## config.mk

```make
export PLATFORM = sky130hd
export DESIGN_NAME = rf_wb_arbiter_flat
export DESIGN_NICKNAME = d
export VERILOG_FILES = /design/src/rtl/rf_wb_arbiter_pkg.sv /design/src/rtl/rf_wb_arbiter_if.sv /design/src/rtl/rf_wb_arbiter_wb_slot.sv /design/src/rtl/rf_wb_arbiter.sv /design/src/flat_wrapper.sv
export SDC_FILE = /design/constraint.sdc
export NUM_CORES = 1
export LEC_CHECK = 0
export ABC_AREA = 0
export CAP_MARGIN = 10
export CORE_MARGIN = 2
export CORE_UTILIZATION = 38
export CTS_CLUSTER_SIZE = 12
export DETAILED_ROUTE_END_ITERATION = 12
export GPL_TIMING_DRIVEN = 0
export PLACE_DENSITY_LB_ADDON = 0.2
export SLEW_MARGIN = 20
export SYNTH_ARGS = -nofsm -noshare
export SYNTH_HDL_FRONTEND = slang
export SYNTH_HIERARCHICAL = 1
export SYNTH_SLANG_ARGS = --single-unit
```

## constraint.sdc

```tcl
create_clock -name CLK -period 3 [get_ports CLK]
set_input_delay 0.45 -clock CLK [delete_from_list [all_inputs] [get_ports CLK]]
set_output_delay 0.45 -clock CLK [all_outputs]
set_load 0.1 [all_outputs]
```

## src/rtl/rf_wb_arbiter_pkg.sv

```systemverilog
`default_nettype none
// ============================================================================
// rv32_rf_pkg : shared types and constants for the register-file writeback path
// Rev 1.0
// ============================================================================
package rv32_rf_pkg;

  localparam int XLEN_DEF   = 32;
  localparam int REG_ADDR_W = 5;
  localparam int NUM_REGS   = 32;

  typedef enum logic {
    SRC_ALU = 1'b0,
    SRC_MEM = 1'b1
  } wb_src_t;

  function automatic logic [NUM_REGS-1:0] rd_onehot(input logic [REG_ADDR_W-1:0] rd,
                                                    input logic                  en);
    logic [NUM_REGS-1:0] v;
    v = '0;
    if (en) v[rd] = 1'b1;
    return v;
  endfunction

endpackage
`default_nettype wire

```

## src/rtl/rf_wb_arbiter_if.sv

```systemverilog
`default_nettype none
// ============================================================================
// rf_wb_arbiter_if : writeback request channels and register-file write port
// Rev 1.0
// ============================================================================
interface rf_wb_arbiter_if #(
  parameter int XLEN  = 32,
  parameter int CNT_W = 16
);
  import rv32_rf_pkg::*;

  logic                  alu_valid;
  logic                  alu_ready;
  logic [REG_ADDR_W-1:0] alu_rd;
  logic [XLEN-1:0]       alu_data;
  logic                  mem_valid;
  logic                  mem_ready;
  logic [REG_ADDR_W-1:0] mem_rd;
  logic [XLEN-1:0]       mem_data;
  logic                  rf_we;
  logic [REG_ADDR_W-1:0] rf_rd;
  logic [XLEN-1:0]       rf_wdata;
  logic [NUM_REGS-1:0]   busy_mask;
  logic [CNT_W-1:0]      conflict_cnt;

  modport slave (
    input  alu_valid, alu_rd, alu_data, mem_valid, mem_rd, mem_data,
    output alu_ready, mem_ready, rf_we, rf_rd, rf_wdata, busy_mask, conflict_cnt
  );

  modport master (
    output alu_valid, alu_rd, alu_data, mem_valid, mem_rd, mem_data,
    input  alu_ready, mem_ready, rf_we, rf_rd, rf_wdata, busy_mask, conflict_cnt
  );

endinterface
`default_nettype wire

```

## src/rtl/rf_wb_arbiter_wb_slot.sv

```systemverilog
`default_nettype none
// ============================================================================
// wb_slot : one-entry writeback holding register with valid/ready handshake
// Rev 1.0
// ============================================================================
module wb_slot
  import rv32_rf_pkg::*;
#(
  parameter int XLEN = 32
) (
  input  wire logic                  CLK,
  input  wire logic                  RST,
  input  wire logic                  i_valid,
  input  wire logic [REG_ADDR_W-1:0] i_rd,
  input  wire logic [XLEN-1:0]       i_data,
  input  wire logic                  i_grant,
  output logic                       o_ready,
  output logic                       o_load,
  output logic                       o_valid,
  output logic [REG_ADDR_W-1:0]      o_rd,
  output logic [XLEN-1:0]            o_data
);

  logic                  r_valid;
  logic [REG_ADDR_W-1:0] r_rd;
  logic [XLEN-1:0]       r_data;

  // Ready looks only at slot state and the grant, never at i_valid.
  assign o_ready = !RST && (!r_valid || i_grant);
  // Writes to x0 complete the handshake but are dropped here.
  assign o_load  = i_valid && o_ready && (i_rd != '0);

  always_ff @(posedge CLK) begin
    if (RST) begin
      r_valid <= 1'b0;
      r_rd    <= '0;
      r_data  <= '0;
    end else if (o_load) begin
      r_valid <= 1'b1;
      r_rd    <= i_rd;
      r_data  <= i_data;
    end else if (i_grant) begin
      r_valid <= 1'b0;
    end
  end

  assign o_valid = r_valid;
  assign o_rd    = r_rd;
  assign o_data  = r_data;

endmodule
`default_nettype wire

```

## src/rtl/rf_wb_arbiter.sv

```systemverilog
`default_nettype none
// ============================================================================
// rf_wb_arbiter : round-robin/age arbiter sharing the RF write port (ALU, MEM)
// Rev 1.0
// ============================================================================
module rf_wb_arbiter
  import rv32_rf_pkg::*;
#(
  parameter int XLEN  = XLEN_DEF,
  parameter int CNT_W = 16
) (
  input  wire logic        CLK,
  input  wire logic        RST,
  rf_wb_arbiter_if.slave   bus
);

  logic                  w_a_v, w_m_v, w_a_load, w_m_load;
  logic [REG_ADDR_W-1:0] w_a_rd, w_m_rd;
  logic [XLEN-1:0]       w_a_data, w_m_data;
  logic                  w_gnt_alu, w_gnt_mem;
  logic [NUM_REGS-1:0]   w_busy;

  wb_src_t               r_last_grant;
  wb_src_t               r_older;
  logic                  r_we;
  logic [REG_ADDR_W-1:0] r_rd;
  logic [XLEN-1:0]       r_wdata;
  logic [CNT_W-1:0]      r_cnt;

  wb_slot #(.XLEN(XLEN)) u_slot_alu (
    .CLK    (CLK),
    .RST    (RST),
    .i_valid(bus.alu_valid),
    .i_rd   (bus.alu_rd),
    .i_data (bus.alu_data),
    .i_grant(w_gnt_alu),
    .o_ready(bus.alu_ready),
    .o_load (w_a_load),
    .o_valid(w_a_v),
    .o_rd   (w_a_rd),
    .o_data (w_a_data)
  );

  wb_slot #(.XLEN(XLEN)) u_slot_mem (
    .CLK    (CLK),
    .RST    (RST),
    .i_valid(bus.mem_valid),
    .i_rd   (bus.mem_rd),
    .i_data (bus.mem_data),
    .i_grant(w_gnt_mem),
    .o_ready(bus.mem_ready),
    .o_load (w_m_load),
    .o_valid(w_m_v),
    .o_rd   (w_m_rd),
    .o_data (w_m_data)
  );

  // Same-rd contests go to the older entry so the later write lands last.
  always_comb begin
    w_gnt_alu = 1'b0;
    w_gnt_mem = 1'b0;
    if (w_a_v && w_m_v) begin
      if (w_a_rd == w_m_rd) begin
        w_gnt_alu = (r_older == SRC_ALU);
      end else begin
        w_gnt_alu = (r_last_grant == SRC_MEM);
      end
      w_gnt_mem = !w_gnt_alu;
    end else begin
      w_gnt_alu = w_a_v;
      w_gnt_mem = w_m_v;
    end
  end

  always_ff @(posedge CLK) begin
    if (RST) begin
      r_last_grant <= SRC_MEM;
      r_older      <= SRC_MEM;
      r_we         <= 1'b0;
      r_rd         <= '0;
      r_wdata      <= '0;
      r_cnt        <= '0;
    end else begin
      r_we <= w_gnt_alu || w_gnt_mem;
      if (w_gnt_alu) begin
        r_rd         <= w_a_rd;
        r_wdata      <= w_a_data;
        r_last_grant <= SRC_ALU;
      end else if (w_gnt_mem) begin
        r_rd         <= w_m_rd;
        r_wdata      <= w_m_data;
        r_last_grant <= SRC_MEM;
      end
      if (w_a_load) begin
        r_older <= SRC_MEM;
      end else if (w_m_load) begin
        r_older <= SRC_ALU;
      end
      if (w_a_v && w_m_v && (r_cnt != '1)) begin
        r_cnt <= r_cnt + 1'b1;
      end
    end
  end

  assign w_busy = rd_onehot(w_a_rd, w_a_v) | rd_onehot(w_m_rd, w_m_v) | rd_onehot(r_rd, r_we);

  assign bus.rf_we        = r_we;
  assign bus.rf_rd        = r_rd;
  assign bus.rf_wdata     = r_wdata;
  assign bus.busy_mask    = {w_busy[NUM_REGS-1:1], 1'b0};
  assign bus.conflict_cnt = r_cnt;

endmodule
`default_nettype wire

```

## src/flat_wrapper.sv

```systemverilog
// flat-port wrapper written by rule: the top's interface ports become plain ports
module rf_wb_arbiter_flat import rv32_rf_pkg::*;
#(
  parameter int XLEN  = XLEN_DEF,
  parameter int CNT_W = 16
)
  (CLK, RST, bus_alu_valid, bus_alu_rd, bus_alu_data, bus_mem_valid, bus_mem_rd, bus_mem_data, bus_alu_ready, bus_mem_ready, bus_rf_we, bus_rf_rd, bus_rf_wdata, bus_busy_mask, bus_conflict_cnt);
  rf_wb_arbiter_if #(.XLEN(XLEN), .CNT_W(CNT_W)) bus_i ();
  input  wire logic CLK;
  input  wire logic RST;
  input wire logic [$bits(bus_i.alu_valid)-1:0] bus_alu_valid;
  input wire logic [$bits(bus_i.alu_rd)-1:0] bus_alu_rd;
  input wire logic [$bits(bus_i.alu_data)-1:0] bus_alu_data;
  input wire logic [$bits(bus_i.mem_valid)-1:0] bus_mem_valid;
  input wire logic [$bits(bus_i.mem_rd)-1:0] bus_mem_rd;
  input wire logic [$bits(bus_i.mem_data)-1:0] bus_mem_data;
  output wire logic [$bits(bus_i.alu_ready)-1:0] bus_alu_ready;
  output wire logic [$bits(bus_i.mem_ready)-1:0] bus_mem_ready;
  output wire logic [$bits(bus_i.rf_we)-1:0] bus_rf_we;
  output wire logic [$bits(bus_i.rf_rd)-1:0] bus_rf_rd;
  output wire logic [$bits(bus_i.rf_wdata)-1:0] bus_rf_wdata;
  output wire logic [$bits(bus_i.busy_mask)-1:0] bus_busy_mask;
  output wire logic [$bits(bus_i.conflict_cnt)-1:0] bus_conflict_cnt;
  assign bus_i.alu_valid = bus_alu_valid;
  assign bus_i.alu_rd = bus_alu_rd;
  assign bus_i.alu_data = bus_alu_data;
  assign bus_i.mem_valid = bus_mem_valid;
  assign bus_i.mem_rd = bus_mem_rd;
  assign bus_i.mem_data = bus_mem_data;
  assign bus_alu_ready = bus_i.alu_ready;
  assign bus_mem_ready = bus_i.mem_ready;
  assign bus_rf_we = bus_i.rf_we;
  assign bus_rf_rd = bus_i.rf_rd;
  assign bus_rf_wdata = bus_i.rf_wdata;
  assign bus_busy_mask = bus_i.busy_mask;
  assign bus_conflict_cnt = bus_i.conflict_cnt;
  rf_wb_arbiter #(.XLEN(XLEN), .CNT_W(CNT_W)) u_core (.CLK(CLK), .RST(RST), .bus(bus_i));
endmodule
```

### Word level (Yosys, flattened, before mapping)

Index checks and enable logic that the tools add are counted.

* memories kept: 0
* bits in latches: 0
* output and inout port bits: 88
* input port bits: 78
* register bits after elaboration: 132
* ROM bits: 0
* RAM bits: 0
* word-level logic and storage cells: 71

* eq/ne operators: 2
* bitwise logic cells: 3
* divide/modulo/power cells: 0
* shift operators: 0
* add/subtract/negate cells: 1
* $mul: 0
* mux-type cells: 23
* reduce and logical (&&, ||, !) cells: 24
* order comparisons: 6

Operator list (number)
* two-way mux 32 bit: 5
* OR 32 bit: 2
* < comparator 5 x 6 -> 1 bit (second input constant): 3
* adder 16 x 1 -> 16 bit (second input constant): 1
* != test 16 bit (second input constant): 1
* demux 1 bit (select 5 bit): 3
* >= comparator 5 x 1 -> 1 bit (second input constant): 3
* two-way mux 1 bit: 13
* logical AND 1 bit: 11
* two-way mux 5 bit: 2
* nonzero test 5 bit: 2
* nonzero test 2 bit: 3
* == test 5 bit: 1
* zero test 1 bit: 4
* logical OR 1 bit: 3
* OR reduction 2 bit: 1
* inverter 1 bit: 1

### Logic depth before layout (Yosys ltp)

* word-level depth: 10
* mapped depth: 12
* mapped depth without buffers: 9

### Modules after synthesis

Netlist, hierarchy kept.

Modules (own cells, without submodules)
* rf_wb_arbiter: cells an instance 474, area each 3702.3 um^2, instances 1, seq. area each 1121.1 um^2
* wb_slot: cells an instance 180, area each 1696.6 um^2, instances 2, seq. area each 760.7 um^2

### Worst setup path after synthesis

OpenSTA, ideal clock, no wires.

* path kind: reg2out
* start point: reg u_core.u_slot_mem.r_rd[4], in the netlist u_core/u_slot_mem/o_rd[4]
* end point: out bus_alu_ready
* cell stages (with the launch flop): 9
* arrival time: 2.739 ns
* path buffers: 2
* slack: -0.189 ns
* data required time: 2.550 ns
* path through: dfxtp_1 > buf_2 > xnor2_2 > nand3_2 > o41ai_2 > o21a_1 > buf_2 > nor2b_1 > nor2_1

* word-level cells in the longest chain between the ends: 6

Ends and longest elaborated chain
* from (decl): RTL line rf_wb_arbiter_wb_slot.sv:25 `logic [REG_ADDR_W-1:0] r_rd;`
* from (signal assigned): RTL line rf_wb_arbiter_wb_slot.sv:40 `r_rd <= i_rd;`
* == test 5 bit: RTL line rf_wb_arbiter.sv:63 `if (w_a_rd == w_m_rd) begin`
* two-way mux 1 bit: RTL line rf_wb_arbiter.sv:63
* two-way mux 1 bit (2 in series): RTL line rf_wb_arbiter.sv:62 `if (w_a_v && w_m_v) begin`
* net u_core.w_gnt_alu: RTL line rf_wb_arbiter.sv:20 `logic w_gnt_alu, w_gnt_mem;`
* logical OR 1 bit: RTL line rf_wb_arbiter_wb_slot.sv:29 `assign o_ready = !RST && (!r_valid || i_grant);`
* logical AND 1 bit: RTL line rf_wb_arbiter_wb_slot.sv:29
* to (decl): RTL line flat_wrapper.sv:17 `output wire logic [$bits(bus_i.alu_ready)-1:0] bus_alu_ready;`

The timed path passes the listed nets, and every way through them passes these cells. The select of a mux whose other input is x is not followed.

### Worst setup path in the final report

Ends and elaborated chain as after synthesis.

==> run metrics <==
GPL Wtd Cong 0.848; post-synth cell types 52; Slew Viols, Final 0; worst-margin pin slew 1030 ps; # setup viols final 0; Clock Sinks 132; Synth Cell Area 0.00710 mm²; via/cell ratio 5.63; vias 7,093; WL/cell 18.1 µm; Tcrit/Tclk final 0.976; Die H 141 µm; Area Growth Syn to Fin 36.1%; total CTS buffers 17; fin nets 1,096; n_diodes 0; Inst Count DP 1,227; Initial Util 0.391; most frequent cell after synthesis nand2_1; DRT iter0 DRCs 493; number of global-route vias before repair 6,742; Final Worst Setup Slack 70.8 ps; reg2reg setup slack 330 ps; Worst Setup End Kind output pin; 1st-pass router iterations 7; Die X 141 µm; share of layout cells above drive strength 1 0.228; WP data arrival 2480 ps; RR Startpoint u_core/u_slot_mem/o_rd[4]; final WL 22,800 µm; Peak VDD IR 0.000378 V; fin util 0.532; ys async rst share 0; H-tree depth 4; Routed Antenna Nets 0; post-placement setup slack -615 ps; Leak Pwr 3.50 nW; min Tclk post-route 2930 ps; Synth top cells by count 152 x nand2_1, 132 x dfxtp_1, 71 x nand3_1; Worst Path Max Fanout 11; Achievable Freq 341 MHz; IO Pins 166; pin count of the biggest net entering global routing 17; R2R depth 12; sequential share of the synthesized area 0.372; ys flop type dfxtp_1; Post-CTS Setup Inserts 0; Syn. warnings 6; Synth area leader dfxtp_1; initial antenna violation count 0; Resized Gates After CTS 96; top cells by area, synth dfxtp_1 37%, nand2_1 8.0%, nand3_1 5.0%; syn_nets 913; Critical Path RT 2550 ps; Site Rows 49; top cell type's share of synthesized area 0.372; power per cell area 504 mW/mm²; fillers 1,714; Worst Clk Skew 8.91 ps; critical path class flop to output pin; min-delay src u_core/u_slot_alu/o_data[8]; number of remaining DRC errors 0; CP Launch Type flop; Seq. cell area 0.00265 mm²; overall track demand over capacity in global routing 0.227; core area 0.0181 mm²; MaxCap Viol Count 0; Hold Crit Class flop to flop; Rel. slew slack 0.311; syn_area_per_cell 8.51 µm²; CTS tree done; die area 0.0198 mm²; Critical Path Source u_core/u_slot_mem/o_rd[4]; status finished, final reports clean; Finished Layout Cells 1,259; Yosys reg bits 132; count of flip-flops with a built-in enable after synthesis 0; later-pin clock latency in the skew report 420 ps; Reg clk slew, reported paths 60 ps; Mapped Cells 834; Overflow after GRT 0; HPWL Detailed 16,200 µm; multi-input logic area 0.00386 mm²; Final Hold Viols 0; Hold Path Stages 2; CTS Hold Bufs 0; PortBufs 164; RSZ-0062 raised after global routing yes; Max clock buf depth 2; first-pass GRT wire length 35,700 µm; CTS Root Cell clkbuf_16
==> per-layer routing <==
layer | part of all wire | wire length (µm) | up-vias | track usage
li1 | - | - | 3396 | -
met1 | 0.47 | 10600 | 3385 | 0.312
met2 | 0.45 | 10300 | 282 | 0.351
met3 | 0.064 | 1450 | 30 | 0.0557
met4 | 0.020 | 463 | 0 | 0.0753
met5 | 0 | 0 | - | 0
==> critical path: stages (launching register included) <==
cell,delay (ps)
dfxtp_1,330
buf_4,210
xnor2_2,130
nand3_2,130
o41ai_2,400
o21a_1,190
clkbuf_4,240
nor2b_1,90
nor2_2,100
buf_6,230
==> power breakdown <==
group          leakage [nW]  switching (W)  internal, W
clock network         0.294       0.000814      0.00136
registers              1.07      0.0000509      0.00182
logic                  2.13       0.000532     0.000291
total                  3.50        0.00140      0.00347
==> layout make-up <==
type	instances	share of cell area
multi-input combinational	611	0.400
sequential	132	0.274
timing repair buffer	164	0.167
buffer	85	0.0635
clock buffer	21	0.0477
tap	229	0.0297
clock inverter	11	0.0155
inverter	6	0.00233
==> sequential cells by signal, summed over array words and instances (netlist names), 5 cells and up <==
register and count:
u_core/u_slot_alu/o_rd 5, u_core/bus.conflict_cnt 16, u_core/bus.rf_wdata 32, u_core/bus.rf_rd 5, u_core/u_slot_alu/o_data 32, u_core/u_slot_mem/o_rd 5
u_core/u_slot_mem/o_data 32
==> cell usage in the layout (no fill, tap or decap), types with 7 or more instances in the layout <==
cell	n
a21oi_1	35
a21oi_2	40
a22oi_1	29
and3_1	12
and3b_1	8
buf_2	15
buf_4	12
buf_6	12
clkbuf_1	31
clkbuf_16	17
clkbuf_2	11
clkdlybuf4s15_2	20
clkdlybuf4s50_1	131
dfxtp_1	130
nand2_1	152
nand3_1	71
nor2_1	32
nor3_1	7
nor3b_1	9
o2111ai_1	39
o211ai_1	19
o211ai_2	20
o21ai_0	38
o21ai_2	40
xor2_1	11
==> final timing paths <==
path | end
hold / removal | u_core/u_slot_alu/o_data[8]
hold reg to reg | u_core/u_slot_alu/o_data[8]
setup / recovery | bus_alu_ready
setup reg to reg | u_core/u_slot_alu/o_data[4]
==> through the flow <==
stage / TNS (ps) / total power (W) / area (µm²) / hold slack, ps
final: 0 / 0.00487 / 9660 / 467
after global routing: -49.4 / 0.00502 / 9660 / 483
after CTS: -70.9 / 0.00487 / 9670 / 465
after detailed placement: -6960 / 0.00272 / 9030 / 452
after global placement: -6530 / 0.00271 / 9030 / 453
after floorplan: 0 / 0.00243 / 7100 / 447
==> cells by family after synthesis <==
group,after synthesis,synth area share
simple gates,317,0.210
xor+xnor,19,0.0256
flops,132,0.372
mux,1,0.00141
compound gates,272,0.300
fa+ha+maj,1,0.00176
other cells,1,0.000528
buf+inv,91,0.0882
Note: power is estimated with default switching activity, not from simulation.
